==> src/rtl/if_stage_pkg.sv <==
// Shared types and constants for the instruction-fetch stage.
// Bus layouts for the fetch-to-decode and branch-redirect interfaces.
package if_stage_pkg;

    localparam logic [31:0] DEF_RESET_PC = 32'h1c00_0000;
    localparam int FS_TO_DS_WD = 64;
    localparam int BR_TO_FS_WD = 33;

    typedef struct packed {
        logic [31:0] pc;
        logic [31:0] inst;
    } fs_to_ds_t;

    typedef struct packed {
        logic        taken;
        logic [31:0] target;
    } br_t;

endpackage

==> src/rtl/if_stage_skid_buf.sv <==
// One-entry instruction buffer holding SRAM read data across decode stalls.
// Selects the held copy over the live SRAM output while it is valid.
module if_stage_skid_buf (
    input  logic        clk,
    input  logic        rst,
    input  logic        clr_i,
    input  logic        cap_i,
    input  logic [31:0] rdata_i,
    output logic        buf_valid_o,
    output logic [31:0] inst_o
);

    logic        buf_valid_q;
    logic [31:0] buf_inst_q;

    always_ff @(posedge clk) begin
        if (rst) begin
            buf_valid_q <= 1'b0;
            buf_inst_q  <= 32'h0;
        end else if (clr_i) begin
            buf_valid_q <= 1'b0;
        end else if (cap_i) begin
            buf_valid_q <= 1'b1;
            buf_inst_q  <= rdata_i;
        end
    end

    assign buf_valid_o = buf_valid_q;
    assign inst_o      = buf_valid_q ? buf_inst_q : rdata_i;

endmodule

==> src/rtl/if_stage.sv <==
// Instruction-fetch stage: owns the PC, drives the instruction SRAM,
// absorbs decode back-pressure and applies each taken branch once.
module if_stage
    import if_stage_pkg::*;
#(
    parameter logic [31:0] RESET_PC = DEF_RESET_PC
) (
    input  logic                   clk,
    input  logic                   rst,
    input  logic                   ds_allow_in,
    input  logic [BR_TO_FS_WD-1:0] br_bus,
    output logic                   fs_to_ds_valid,
    output logic [FS_TO_DS_WD-1:0] fs_to_ds_bus,
    output logic                   inst_sram_en,
    output logic [3:0]             inst_sram_we,
    output logic [31:0]            inst_sram_addr,
    output logic [31:0]            inst_sram_wdata,
    input  logic [31:0]            inst_sram_rdata
);

    br_t         br;
    fs_to_ds_t   fs_out;
    logic        fs_valid_q;
    logic [31:0] fs_pc_q;
    logic        br_used_q;
    logic        eff_br;
    logic [31:0] nextpc;
    logic        fs_ready_go;
    logic        fs_allow_in;
    logic        issue;
    logic        to_ds;
    logic        buf_valid;
    logic        buf_clr;
    logic        buf_cap;
    logic [31:0] fs_inst;

    assign br          = br_t'(br_bus);
    assign eff_br      = br.taken && !br_used_q;
    assign nextpc      = eff_br ? br.target : fs_pc_q + 32'd4;
    assign fs_ready_go = 1'b1;
    assign fs_allow_in = !fs_valid_q || (fs_ready_go && ds_allow_in);
    assign issue       = !rst && fs_allow_in;

    // The instruction sitting in IF is wrong-path whenever a redirect is live.
    assign fs_to_ds_valid = fs_valid_q && !eff_br;
    assign to_ds          = fs_to_ds_valid && ds_allow_in;

    assign inst_sram_en    = issue;
    assign inst_sram_we    = 4'b0;
    assign inst_sram_addr  = nextpc;
    assign inst_sram_wdata = 32'h0;

    always_ff @(posedge clk) begin
        if (rst) begin
            fs_valid_q <= 1'b0;
            fs_pc_q    <= RESET_PC - 32'd4;
            br_used_q  <= 1'b0;
        end else begin
            if (issue) begin
                fs_valid_q <= 1'b1;
                fs_pc_q    <= nextpc;
            end else if (eff_br) begin
                fs_valid_q <= 1'b0;
            end
            // Clearing wins: the branch leaves decode in this cycle.
            br_used_q <= ds_allow_in ? 1'b0 : (br_used_q | (eff_br && issue));
        end
    end

    assign buf_clr = issue || eff_br || to_ds;
    assign buf_cap = fs_valid_q && !buf_valid && !to_ds && !eff_br;

    if_stage_skid_buf u_skid (
        .clk         (clk),
        .rst         (rst),
        .clr_i       (buf_clr),
        .cap_i       (buf_cap),
        .rdata_i     (inst_sram_rdata),
        .buf_valid_o (buf_valid),
        .inst_o      (fs_inst)
    );

    assign fs_out.pc    = fs_pc_q;
    assign fs_out.inst  = fs_inst;
    assign fs_to_ds_bus = fs_out;

endmodule
==> config.mk <==
export PLATFORM = sky130hd
export DESIGN_NAME = if_stage
export DESIGN_NICKNAME = d
export VERILOG_FILES = /design/src/rtl/if_stage_pkg.sv /design/src/rtl/if_stage_skid_buf.sv /design/src/rtl/if_stage.sv
export SDC_FILE = /design/constraint.sdc
export NUM_CORES = 1
export LEC_CHECK = 0
export BUFFER_PORTS_ARGS = -buffer_cell sky130_fd_sc_hd__buf_2
export CAP_MARGIN = 20
export CORE_ASPECT_RATIO = 2
export CORE_MARGIN = 4
export CORE_UTILIZATION = 48
export DETAILED_ROUTE_END_ITERATION = 10
export GPL_ROUTABILITY_DRIVEN = 0
export HOLD_SLACK_MARGIN = 0.02
export PLACE_DENSITY = 0.78
export SLEW_MARGIN = 20
export SYNTH_ARGS = -nofsm -noshare
export SYNTH_HDL_FRONTEND = slang
export SYNTH_SLANG_ARGS = --single-unit
==> constraint.sdc <==
create_clock -name clk -period 2.46 [get_ports clk]
set_input_delay 0.492 -clock clk [delete_from_list [all_inputs] [get_ports clk]]
set_output_delay 0.492 -clock clk [all_outputs]
set_load 0.01 [all_outputs]
==> results of run 1 <==
routing by layer:
| metal | share of wire | vias to the layer above | wire length (um) | GRT usage |
|---|---|---|---|---|
| li1 | - | 2337 | - | - |
| met1 | 0.32 | 2277 | 4740 | 0.256 |
| met2 | 0.53 | 280 | 7860 | 0.484 |
| met3 | 0.076 | 90 | 1110 | 0.0571 |
| met4 | 0.067 | 0 | 990 | 0.183 |
| met5 | 0 | - | 0 | 0 |
sequential cells by signal, summed over array words and instances, names as in the netlist:
name and flops:
u_skid.buf_valid_o 1, br_used_q 1, u_skid.buf_inst_q 32, fs_pc_q 32, fs_valid_q 1
kinds of logic after synthesis:
family,after synthesis,synth area share
XOR/XNOR,27,0.0540
flip-flops,67,0.306
other,1,0.000856
multiplexers,33,0.0846
adder cells (fa/ha/maj),1,0.00286
AO/OA/AOI/OAI,130,0.177
buffers and inverters,89,0.110
AND/OR/NAND/NOR,243,0.264
synthesized netlist by cell type (2+ instances only):
cell type and n:
o211ai_1 2, nand2b_1 6, a221oi_1 2, buf_1 4, nand3_2 3, nor4_4 2
a31o_2 5, clkbuf_1 38, nand3_1 16, and3_1 5, xnor2_1 12, and2_1 6
dfxtp_1 67, a21oi_1 71, buf_4 36, or3_1 3, buf_2 4, nand2_1 105
or2_2 2, or2_0 3, mux2_2 32, a31o_1 2, nor2b_1 2, xor2_1 15
nor2_1 60, a31oi_1 9, a2bb2oi_1 3, a21o_1 4, nor3_1 11, inv_1 6
nand4_1 11, o21ai_0 16, o21bai_1 2, a21bo_2 4
through the flow:
stage	TNS [ns]	util	cells	area [um2]
6_report	-0.258	0.680	889	6080
5_1_grt	-1.26	0.680	889	6080
4_1_cts	-0.352	0.660	879	5910
3_5_place_dp	0	0.593	845	5310
3_3_place_gp	0	0.593	845	5310
2_1_floorplan	0	-	626	4510
power breakdown:
group / total (mW) / switching, mW / leakage (nW) / internal [mW]
clock: 1.33 / 0.486 / 0.144 / 0.841
sequential: 1.24 / 0.0813 / 0.547 / 1.16
combinational: 1.18 / 0.655 / 1.95 / 0.526
total: 3.75 / 1.22 / 2.64 / 2.53
area by class of cell:
type / count / area, um2 / share of cell area
multi-input cells: 470 / 2870 / 0.472
well taps: 102 / 128 / 0.0210
clock buffers: 11 / 253 / 0.0415
clock inverters: 5 / 61.3 / 0.0101
flip-flops and latches: 67 / 1390 / 0.228
repair buffers: 228 / 1360 / 0.224
inverters: 6 / 22.5 / 0.00370
worst reg2reg max path, stage by stage (launching register included):
cell and delay [ns]:
dfxtp_1 0.38, nand2b_2 0.44, buf_4 0.29, nand2_1 0.15
nor3_1 0.27, nand3_1 0.13, a31o_2 0.26
final timing paths:
path / from / slack (ns) / cells past startpoint / end
max: fs_pc_q[15]$_SDFFE_PP1P_ / -0.10 / 7 / inst_sram_addr[23]
min: ds_allow_in / 0.39 / 2 / br_used_q$_SDFF_PP0_
max reg2reg: br_used_q$_SDFF_PP0_ / 0.44 / 6 / fs_pc_q[21]$_SDFFE_PP1P_
min reg2reg: u_skid.buf_inst_q[23]$_SDFFE_PP0P_ / 0.45 / 2 / u_skid.buf_inst_q[23]$_SDFFE_PP0P_
what timing repair did:
action,4_1_cts,5_1_grt
setup buffers,17,11
gates cloned,1,0
resized for setup,45,28
pin swaps,21,23
endpoints found under the setup margin,19,22
==> flow_metrics.py, run 1 <==
metrics = {
    "final_layout": {
        "drive_above_1_share": 0.433,
        "fill_cells": 708,
        "final_cell_mix": "buf_2, nand2_1, a21oi_1, nor2_1, buf_4",
        "antennaDiodeCount": 0,
        "area_growth_pct": 38.9,
        "final_common_cell": "buf_2",
        "final_net_count": 851,
    },
    "timing": {
        "drv_slew": 0,
        "min_period_ns": 2.56,
        "maxSlewHeadroom": 0.666,
        "setup_violations": 3,
        "rsz0062_at_grt": "yes",
        "finalHoldViolations": 0,
        "whs_ns": 0.392,
        "layout_setup_ws_ns": -0.105,
        "fmax_ghz": 0.390,
        "fin_crit_sh": 1.04,
        "finClkSkew_ns": 0.00701,
        "worst_pin_slew_ns": 0.500,
    },
    "clock_network": {
        "cts_num_sinks": 67,
        "ctsHoldBuffers": 0,
        "h-tree-depth": 3,
        "cts_tree": "built",
        "cts_buffers": 9,
        "clk_pin_slew_ns": 0.06,
        "cts_buffer_depth": 2,
        "root_buffer": "clkbuf_16",
        "clk_latency_ns": 0.33,
    },
    "outcome": {
        "status": "complete, but fails checks",
        "violations": "setup timing",
    },
    "floorplan": {
        "core-area_mm2": 0.00895,
        "die_h_um": 143,
        "dieArea_mm2": 0.0108,
        "start_util": 0.489,
        "floorplan.rows": 49,
        "die_w_um": 75.5,
        "ios": 202,
    },
    "placement": {
        "pre_cts_slack_ns": 0.107,
        "dp_hpwl_um": 10500,
        "portBuffers": 165,
    },
    "critical_path": {
        "path_cells": "nand4_1 > buf_4 > nor4_4 > nand4_1 > xor2_1 > o21ai_1 > buf_2",
        "crit_required_ns": 1.97,
        "critPathLaunchType": "flip-flop",
        "endpoint_kind": "output port",
        "crit_type": "flip-flop to output port",
        "worst-path-max-fanout": 6,
        "slowest_stage": "dfxtp_4",
        "crit_buf_inv": 2,
        "cp_top_family": "simple AND/OR/NAND/NOR gates",
        "cp.arrival_ns": 2.07,
        "cp_common_cell": "nand4_1",
        "critPathMaxStageDelay_ns": 0.37,
    },
    "logic_synthesis": {
        "yosys-top-cells-area": "dfxtp_1, nand2_1, mux2_2",
        "synth_top_area_frac": 0.306,
        "synthArstFlopShare": 0,
        "synth_area_mm2": 0.00438,
        "ys_seq_elements": 67,
        "ys_warn_count": 0,
        "synth_top_area_cell": "dfxtp_1",
        "synth.distinct_cells": 56,
        "synth_edf_count": 0,
        "syn_area_per_cell_um2": 7.41,
        "synthCells": 591,
        "synth_ff_type": "dfxtp_1",
        "ys_seq_area_frac": 0.306,
    },
    "global_routing": {
        "grt_pass1_vias": 4851,
        "grt_max_degree": 46,
        "grt_pass1_wl_um": 22600,
        "grt_use_total": 0.268,
        "antenna_found_initial": 0,
        "overflow": 0,
    },
    "job": {
        "maxCapViolations": 0,
    },
    "detailed_routing": {
        "avgRoutedWirePerCell_um": 16.5,
        "finalWirelength_um": 14700,
        "drcViolationCount": 0,
        "ant_nets": 0,
        "firstDrtPassIters": 5,
        "vias": 4984,
        "detailedRoute.firstIterationViolations": 369,
        "via_per_inst": 5.61,
    },
    "power": {
        "finalPower_mw": 3.75,
        "ir_drop_mv": 0.536,
        "p_per_area_mw_per_mm2": 617,
        "p_leak_nw": 2.64,
    },
    "worst_hold_path": {
        "hold_path_class": "primary input to flip-flop",
    },
}
No activity file was read; power rests on OpenSTA's default activity.
==> inputs of run 2 (changes only) <==
Settings changed: SETUP_SLACK_MARGIN from default to 0.2, SLEW_MARGIN 20 to default.
==> run 2 against run 1 <==
Compared with the run above:
- the flow still finishes with violations (setup timing)
- critical endpoint is now fs_pc_q[31]$_SDFFE_PP0P_
- first-iteration DRC count is 47% higher
- combinational power is 18% higher
- final cell count is 3.4% higher
- cell area is 7.8% higher
- critical path type is now flip-flop to flip-flop
- hold slack better by 0.0055 ns
- core utilization is 5.3 points higher
- largest power group is now combinational logic
==> flow_metrics.py, run 2 (synthesis gave the netlist of run 1 again) <==
metrics = {
    "critical_path": {
        "rrSetupSlack_ns": -0.03,
        "reg2reg_depth": 14,
        "crit_buf_inv": 10,
        "cp_top_family": "buffers and inverters",
        "r2r_end": "fs_pc_q[31]$_SDFFE_PP0P_",
        "crit_type": "flip-flop to flip-flop",
        "reg2reg_from": "fs_pc_q[3]$_SDFFE_PP1P_",
        "critPathMaxStageDelay_ns": 0.36,
        "endpoint_kind": "flip-flop",
        "critical_path_cell_count": 14,
        "critPathLaunchType": "flip-flop",
        "cp.arrival_ns": 2.73,
        "cp_common_cell": "buf_4",
        "slowest_stage": "dfxtp_4",
        "crit_required_ns": 2.70,
        "path_cells": "buf_6 > nand4_4 > buf_4 > nor3_2 > nand4_1 > buf_4 > buf_4 > buf_4 > buf_4 > buf_4 > buf_4 > buf_4 > buf_4 > o211ai_1",
        "worst-path-max-fanout": 5,
    },
    "final_layout": {
        "reg_top3": "fs_pc_q x32, u_skid.buf_inst_q x32",
        "drive_above_1_share": 0.482,
        "finalNonFillerCells": 919,
        "design_area_mm2": 0.00656,
        "fin_util": 0.733,
        "area_growth_pct": 49.8,
        "final_common_cell": "buf_2",
        "fill_cells": 634,
        "final_net_count": 881,
        "final_cell_mix": "buf_2, nand2_1, buf_4, a21oi_1, nor2_1",
        "antennaDiodeCount": 0,
    },
    "global_routing": {
        "busiest_layer": "met2",
        "grt_pass1_wl_um": 23100,
        "grt_use_total": 0.272,
        "antenna_found_initial": 0,
        "gr-usage-met1": 0.285,
        "overflow": 0,
        "grt_pass1_vias": 4951,
        "use_met3": 0.0557,
        "met2_usage": 0.474,
        "grt_max_degree": 56,
    },
    "detailed_routing": {
        "detailedRoute.firstIterationViolations": 542,
        "vias": 5196,
        "ant_nets": 0,
        "finalWirelength_um": 15800,
        "via_per_inst": 5.65,
        "firstDrtPassIters": 5,
        "avgRoutedWirePerCell_um": 17.2,
        "drcViolationCount": 0,
    },
    "placement": {
        "pre_cts_slack_ns": 0.112,
        "portBuffers": 165,
        "dp_cells": 840,
        "dp_hpwl_um": 9950,
        "place_area_mm2": 0.00526,
    },
    "power": {
        "power_frac_seq": 0.317,
        "ir_drop_mv": 0.561,
        "p_per_area_mw_per_mm2": 598,
        "power.switching_mw": 1.33,
        "comb_power_share": 0.355,
        "swShare": 0.339,
        "p_clk_frac": 0.328,
        "finalPower_mw": 3.92,
        "power.internal_mw": 2.59,
        "p_leak_nw": 2.86,
    },
    "timing": {
        "setup_violations": 3,
        "worst_pin_slew_ns": 0.687,
        "fin_crit_sh": 1.01,
        "finalHoldViolations": 0,
        "finClkSkew_ns": 0.0106,
        "min_period_ns": 2.49,
        "fmax_ghz": 0.401,
        "layout_setup_ws_ns": -0.0307,
        "drv_slew": 0,
        "rsz0062_at_grt": "yes",
        "maxSlewHeadroom": 0.540,
    },
    "floorplan": {
        "ios": 202,
        "core-area_mm2": 0.00895,
        "floorplan.rows": 49,
        "start_util": 0.489,
        "die_w_um": 75.5,
        "die_h_um": 143,
        "dieArea_mm2": 0.0108,
    },
    "outcome": {
        "status": "complete, but fails checks",
        "violations": "setup timing",
    },
    "job": {
        "maxCapViolations": 0,
    },
    "clock_network": {
        "clk_pin_slew_ns": 0.06,
        "h-tree-depth": 3,
        "root_buffer": "clkbuf_16",
        "ctsHoldBuffers": 0,
        "cts_tree": "built",
        "cts_buffer_depth": 2,
        "clk_latency_ns": 0.34,
        "cts_buffers": 9,
        "cts_num_sinks": 67,
    },
    "worst_hold_path": {
        "hold_path_class": "primary input to flip-flop",
        "min_from": "ds_allow_in",
        "min_to": "br_used_q$_SDFF_PP0_",
        "min_path_cells": 2,
    },
}
-- run 2: routing by layer --
layer | wire length [um] | vias to the layer above
met5 | 0 | -
met4 | 914 | 0
met3 | 1220 | 85
met2 | 8320 | 314
met1 | 5360 | 2406
li1 | - | 2391
-- run 2: power groups by stage --
stage / sequential [mW] / clock, mW / combinational, mW
finish: 1.24 / 1.29 / 1.39
global route: 1.25 / 1.35 / 1.49
CTS: 1.24 / 1.29 / 1.17
detailed placement: 1.25 / 0 / 0.985
global placement: 1.25 / 0 / 0.967
floorplan: 1.26 / 0 / 0.631
-- run 2: worst register-to-register path: stages, from the launching register on --
cell and delay (ns):
dfxtp_4 0.36, buf_6 0.10, nand4_4 0.16, buf_4 0.19
nor3_2 0.20, nand4_1 0.15, buf_4 0.17, buf_4 0.13
buf_4 0.12, buf_4 0.12, buf_4 0.13, buf_4 0.13
buf_4 0.12, buf_4 0.12, o211ai_1 0.19
-- run 2: timing repair --
| item | in CTS | in global routing |
|---|---|---|
| buffers inserted | 36 | 26 |
| setup endpoints to repair | 24 | 27 |
| pin swaps | 28 | 37 |
| cloned | 1 | 0 |
| resized for setup | 87 | 40 |
-- run 2: how the worst max path moves through the flow --
| stage | from | endpoint |
|---|---|---|
| 2_1_floorplan | fs_pc_q[2]$_SDFFE_PP1P_ | inst_sram_addr[18] |
| 3_3_place_gp | fs_pc_q[15]$_SDFFE_PP1P_ | inst_sram_addr[26] |
| 3_5_place_dp | fs_pc_q[15]$_SDFFE_PP1P_ | inst_sram_addr[26] |
| 4_1_cts | fs_pc_q[12]$_SDFFE_PP1P_ | inst_sram_addr[22] |
| 5_1_grt | fs_pc_q[14]$_SDFFE_PP1P_ | inst_sram_addr[23] |
| 6_report | fs_pc_q[3]$_SDFFE_PP1P_ | fs_pc_q[31]$_SDFFE_PP0P_ |
-- run 2: layout make-up --
| type | count | area [um2] | area share |
|---|---|---|---|
| multi-input cells | 470 | 3050 | 0.464 |
| clock buffers | 10 | 229 | 0.0349 |
| inverters | 6 | 22.5 | 0.00343 |
| clock inverters | 6 | 66.3 | 0.0101 |
| repair buffers | 258 | 1670 | 0.254 |
| flip-flops and latches | 67 | 1400 | 0.213 |
| well taps | 102 | 128 | 0.0195 |
-- run 2: per-stage QoR --
step / TNS (ns) / hold slack (ns)
floorplan: 0 / 0.433
finish: -0.0669 / 0.398
CTS: -0.00799 / 0.381
global route: -1.14 / 0.391
global placement: 0 / 0.438
detailed placement: 0 / 0.447
==> inputs of run 3 (changes only) <==
Settings changed: ABC_AREA from default to 1, CORE_UTILIZATION 48 to 47, PLACE_DENSITY 0.78 to 0.77.
==> run 3 against run 2 <==
Compared with the run above:
- the flow now finishes without violations
- sequential cell count did not move
- core utilization fell by 7.2 points
- total power fell by 6.7%
- non-clock buffer count fell by 70
- synthesized cell count rose by 14%
- die area fell by 1.1%
- hold slack got worse by 0.015 ns
- critical path depth fell by 6
- critical path type is now flip-flop to output port
- sequential power rose by 4%
- largest power group is now clock
- sequential share of layout area rose by 3.5 points
==> flow_metrics.py, run 3 <==
metrics = {
    "final_layout": {
        "final_cell_mix": "buf_2, nand2_1, o21ai_0, a21oi_1, inv_1",
        "final_net_count": 912,
        "drive_above_1_share": 0.383,
        "fill_cells": 747,
        "finalNonFillerCells": 946,
        "reg_top3": "fs_pc_q x32, u_skid.buf_inst_q x32",
        "final_common_cell": "buf_2",
        "area_growth_pct": 35.9,
        "antennaDiodeCount": 0,
    },
    "worst_hold_path": {
        "min_path_cells": 2,
        "hold_path_class": "primary input to flip-flop",
    },
    "logic_synthesis": {
        "ys_warn_count": 0,
        "synth_top_area_frac": 0.317,
        "synth_edf_count": 0,
        "synthArstFlopShare": 0,
        "ys_seq_elements": 67,
        "yosys-top-cells-area": "dfxtp_1, nand2_1, o21ai_0",
        "synth.distinct_cells": 33,
        "synthCells": 674,
        "syn_area_per_cell_um2": 6.28,
        "synth_top_area_cell": "dfxtp_1",
        "synth_area_mm2": 0.00424,
        "synth_most_common_cell": "nand2_1",
        "synth_commonest_cells": "nand2_1, o21ai_0, dfxtp_1",
        "ys_seq_area_frac": 0.317,
        "synth_ff_type": "dfxtp_1",
    },
    "clock_network": {
        "cts_num_sinks": 67,
        "clk_pin_slew_ns": 0.06,
        "cts_tree": "built",
        "cts_buffers": 9,
        "clk_latency_ns": 0.33,
        "h-tree-depth": 3,
        "ctsHoldBuffers": 0,
        "cts_buffer_depth": 2,
        "root_buffer": "clkbuf_16",
    },
    "placement": {
        "portBuffers": 165,
        "dp_cells": 919,
        "dp_hpwl_um": 10600,
    },
    "timing": {
        "fmax_ghz": 0.433,
        "maxSlewHeadroom": 0.453,
        "finClkSkew_ns": 0.00498,
        "fin_setup_tns_ns": 0,
        "finalHoldViolations": 0,
        "min_period_ns": 2.31,
        "rsz0062_at_grt": "yes",
        "worst_pin_slew_ns": 0.819,
        "fin_crit_sh": 0.939,
        "drv_slew": 0,
        "setup_violations": 0,
    },
    "global_routing": {
        "grt_use_total": 0.261,
        "grt_pass1_vias": 4732,
        "overflow": 0,
        "grt_max_degree": 64,
        "grt_pass1_wl_um": 21800,
        "antenna_found_initial": 0,
    },
    "job": {
        "maxCapViolations": 0,
    },
    "detailed_routing": {
        "ant_nets": 0,
        "avgRoutedWirePerCell_um": 15.7,
        "firstDrtPassIters": 11,
        "drcViolationCount": 0,
        "finalWirelength_um": 14900,
        "via_per_inst": 5.33,
        "vias": 5041,
        "detailedRoute.firstIterationViolations": 467,
    },
    "floorplan": {
        "ios": 202,
        "core-area_mm2": 0.00871,
        "die_w_um": 75.1,
        "start_util": 0.486,
        "die_h_um": 142,
        "floorplan.rows": 48,
        "dieArea_mm2": 0.0107,
    },
    "critical_path": {
        "crit_type": "flip-flop to output port",
        "endpoint_kind": "output port",
        "crit_required_ns": 1.97,
        "worst-path-max-fanout": 7,
        "reg2reg_depth": 7,
        "cp.arrival_ns": 1.82,
        "critPathLaunchType": "flip-flop",
    },
    "power": {
        "p_leak_nw": 2.77,
        "p_per_area_mw_per_mm2": 635,
        "ir_drop_mv": 0.481,
    },
    "outcome": {
        "status": "completed",
    },
}
## run 3: area by class of cell
| cell class | count | area [um2] | area share |
|---|---|---|---|
| Clock buffer | 12 | 267 | 0.0463 |
| Clock inverter | 2 | 35.0 | 0.00609 |
| Inverter | 69 | 263 | 0.0457 |
| Multi-Input combinational cell | 508 | 2610 | 0.453 |
| Sequential cell | 67 | 1430 | 0.248 |
| Tap cell | 100 | 125 | 0.0217 |
| Timing Repair Buffer | 188 | 1030 | 0.179 |
## run 3: repair_timing
action	in CTS	in global routing
gates resized for setup	42	87
setup endpoints to repair	23	43
pin swaps	5	21
buffers inserted	6	7
## run 3: final timing paths
kind	start	end	slack [ns]
setup / recovery	fs_pc_q[4]$_SDFFE_PP1P_	inst_sram_addr[17]	0.15
hold / removal	ds_allow_in	br_used_q$_SDFF_PP0_	0.38
setup reg to reg	br_used_q$_SDFF_PP0_	u_skid.buf_inst_q[12]$_SDFFE_PP0P_	0.69
hold reg to reg	u_skid.buf_inst_q[27]$_SDFFE_PP0P_	u_skid.buf_inst_q[27]$_SDFFE_PP0P_	0.45
## run 3: cells by family (layout without fill, tap and decap cells)
logic type | Yosys count | count (layout) | share of synthesized area
other | 1 | 36 | 0.000885
AOI/OAI and AO/OA | 154 | 154 | 0.188
DFF | 67 | 67 | 0.317
adders and majority gates | 1 | 1 | 0.00295
xor gates and xnor gates | 7 | 7 | 0.0145
and+or+nand+nor | 310 | 310 | 0.324
buffers and inverters | 134 | 271 | 0.153
## run 3: worst max-delay path, stage by stage, from the launching register on
cell	delay (ns)
dfxtp_4	0.40
nand3_4	0.14
inv_2	0.13
nand2_2	0.14
o21ai_0	0.22
nand3_1	0.12
o21ai_1	0.14
inv_1	0.06
buf_2	0.14
## run 3: report_power, final
part	total, mW	leakage, nW	internal, mW	switching [mW]
combinational	1.06	2.06	0.401	0.655
sequential	1.29	0.556	1.18	0.109
clock	1.31	0.151	0.854	0.460
total	3.66	2.77	2.43	1.22
## run 3: through the flow
step                 util  total power, mW  instance area, um2  worst slack [ns]  hold slack (ns)
floorplan               -             1.85                4370             0.420            0.424
global placement    0.577             2.15                5030             0.314            0.434
detailed placement  0.577             2.17                5030             0.331            0.448
CTS                 0.627             3.52                5460             0.195            0.379
global route        0.661             3.83                5760          -0.00245            0.379
finish              0.661             3.66                5760             0.150            0.383
## run 3: layer usage
metal / up-vias / share of wire / GRT usage
li1: 2419 / - / -
met1: 2245 / 0.32 / 0.268
met2: 320 / 0.53 / 0.478
met3: 57 / 0.097 / 0.0488
met4: 0 / 0.047 / 0.131
met5: - / 0 / 0
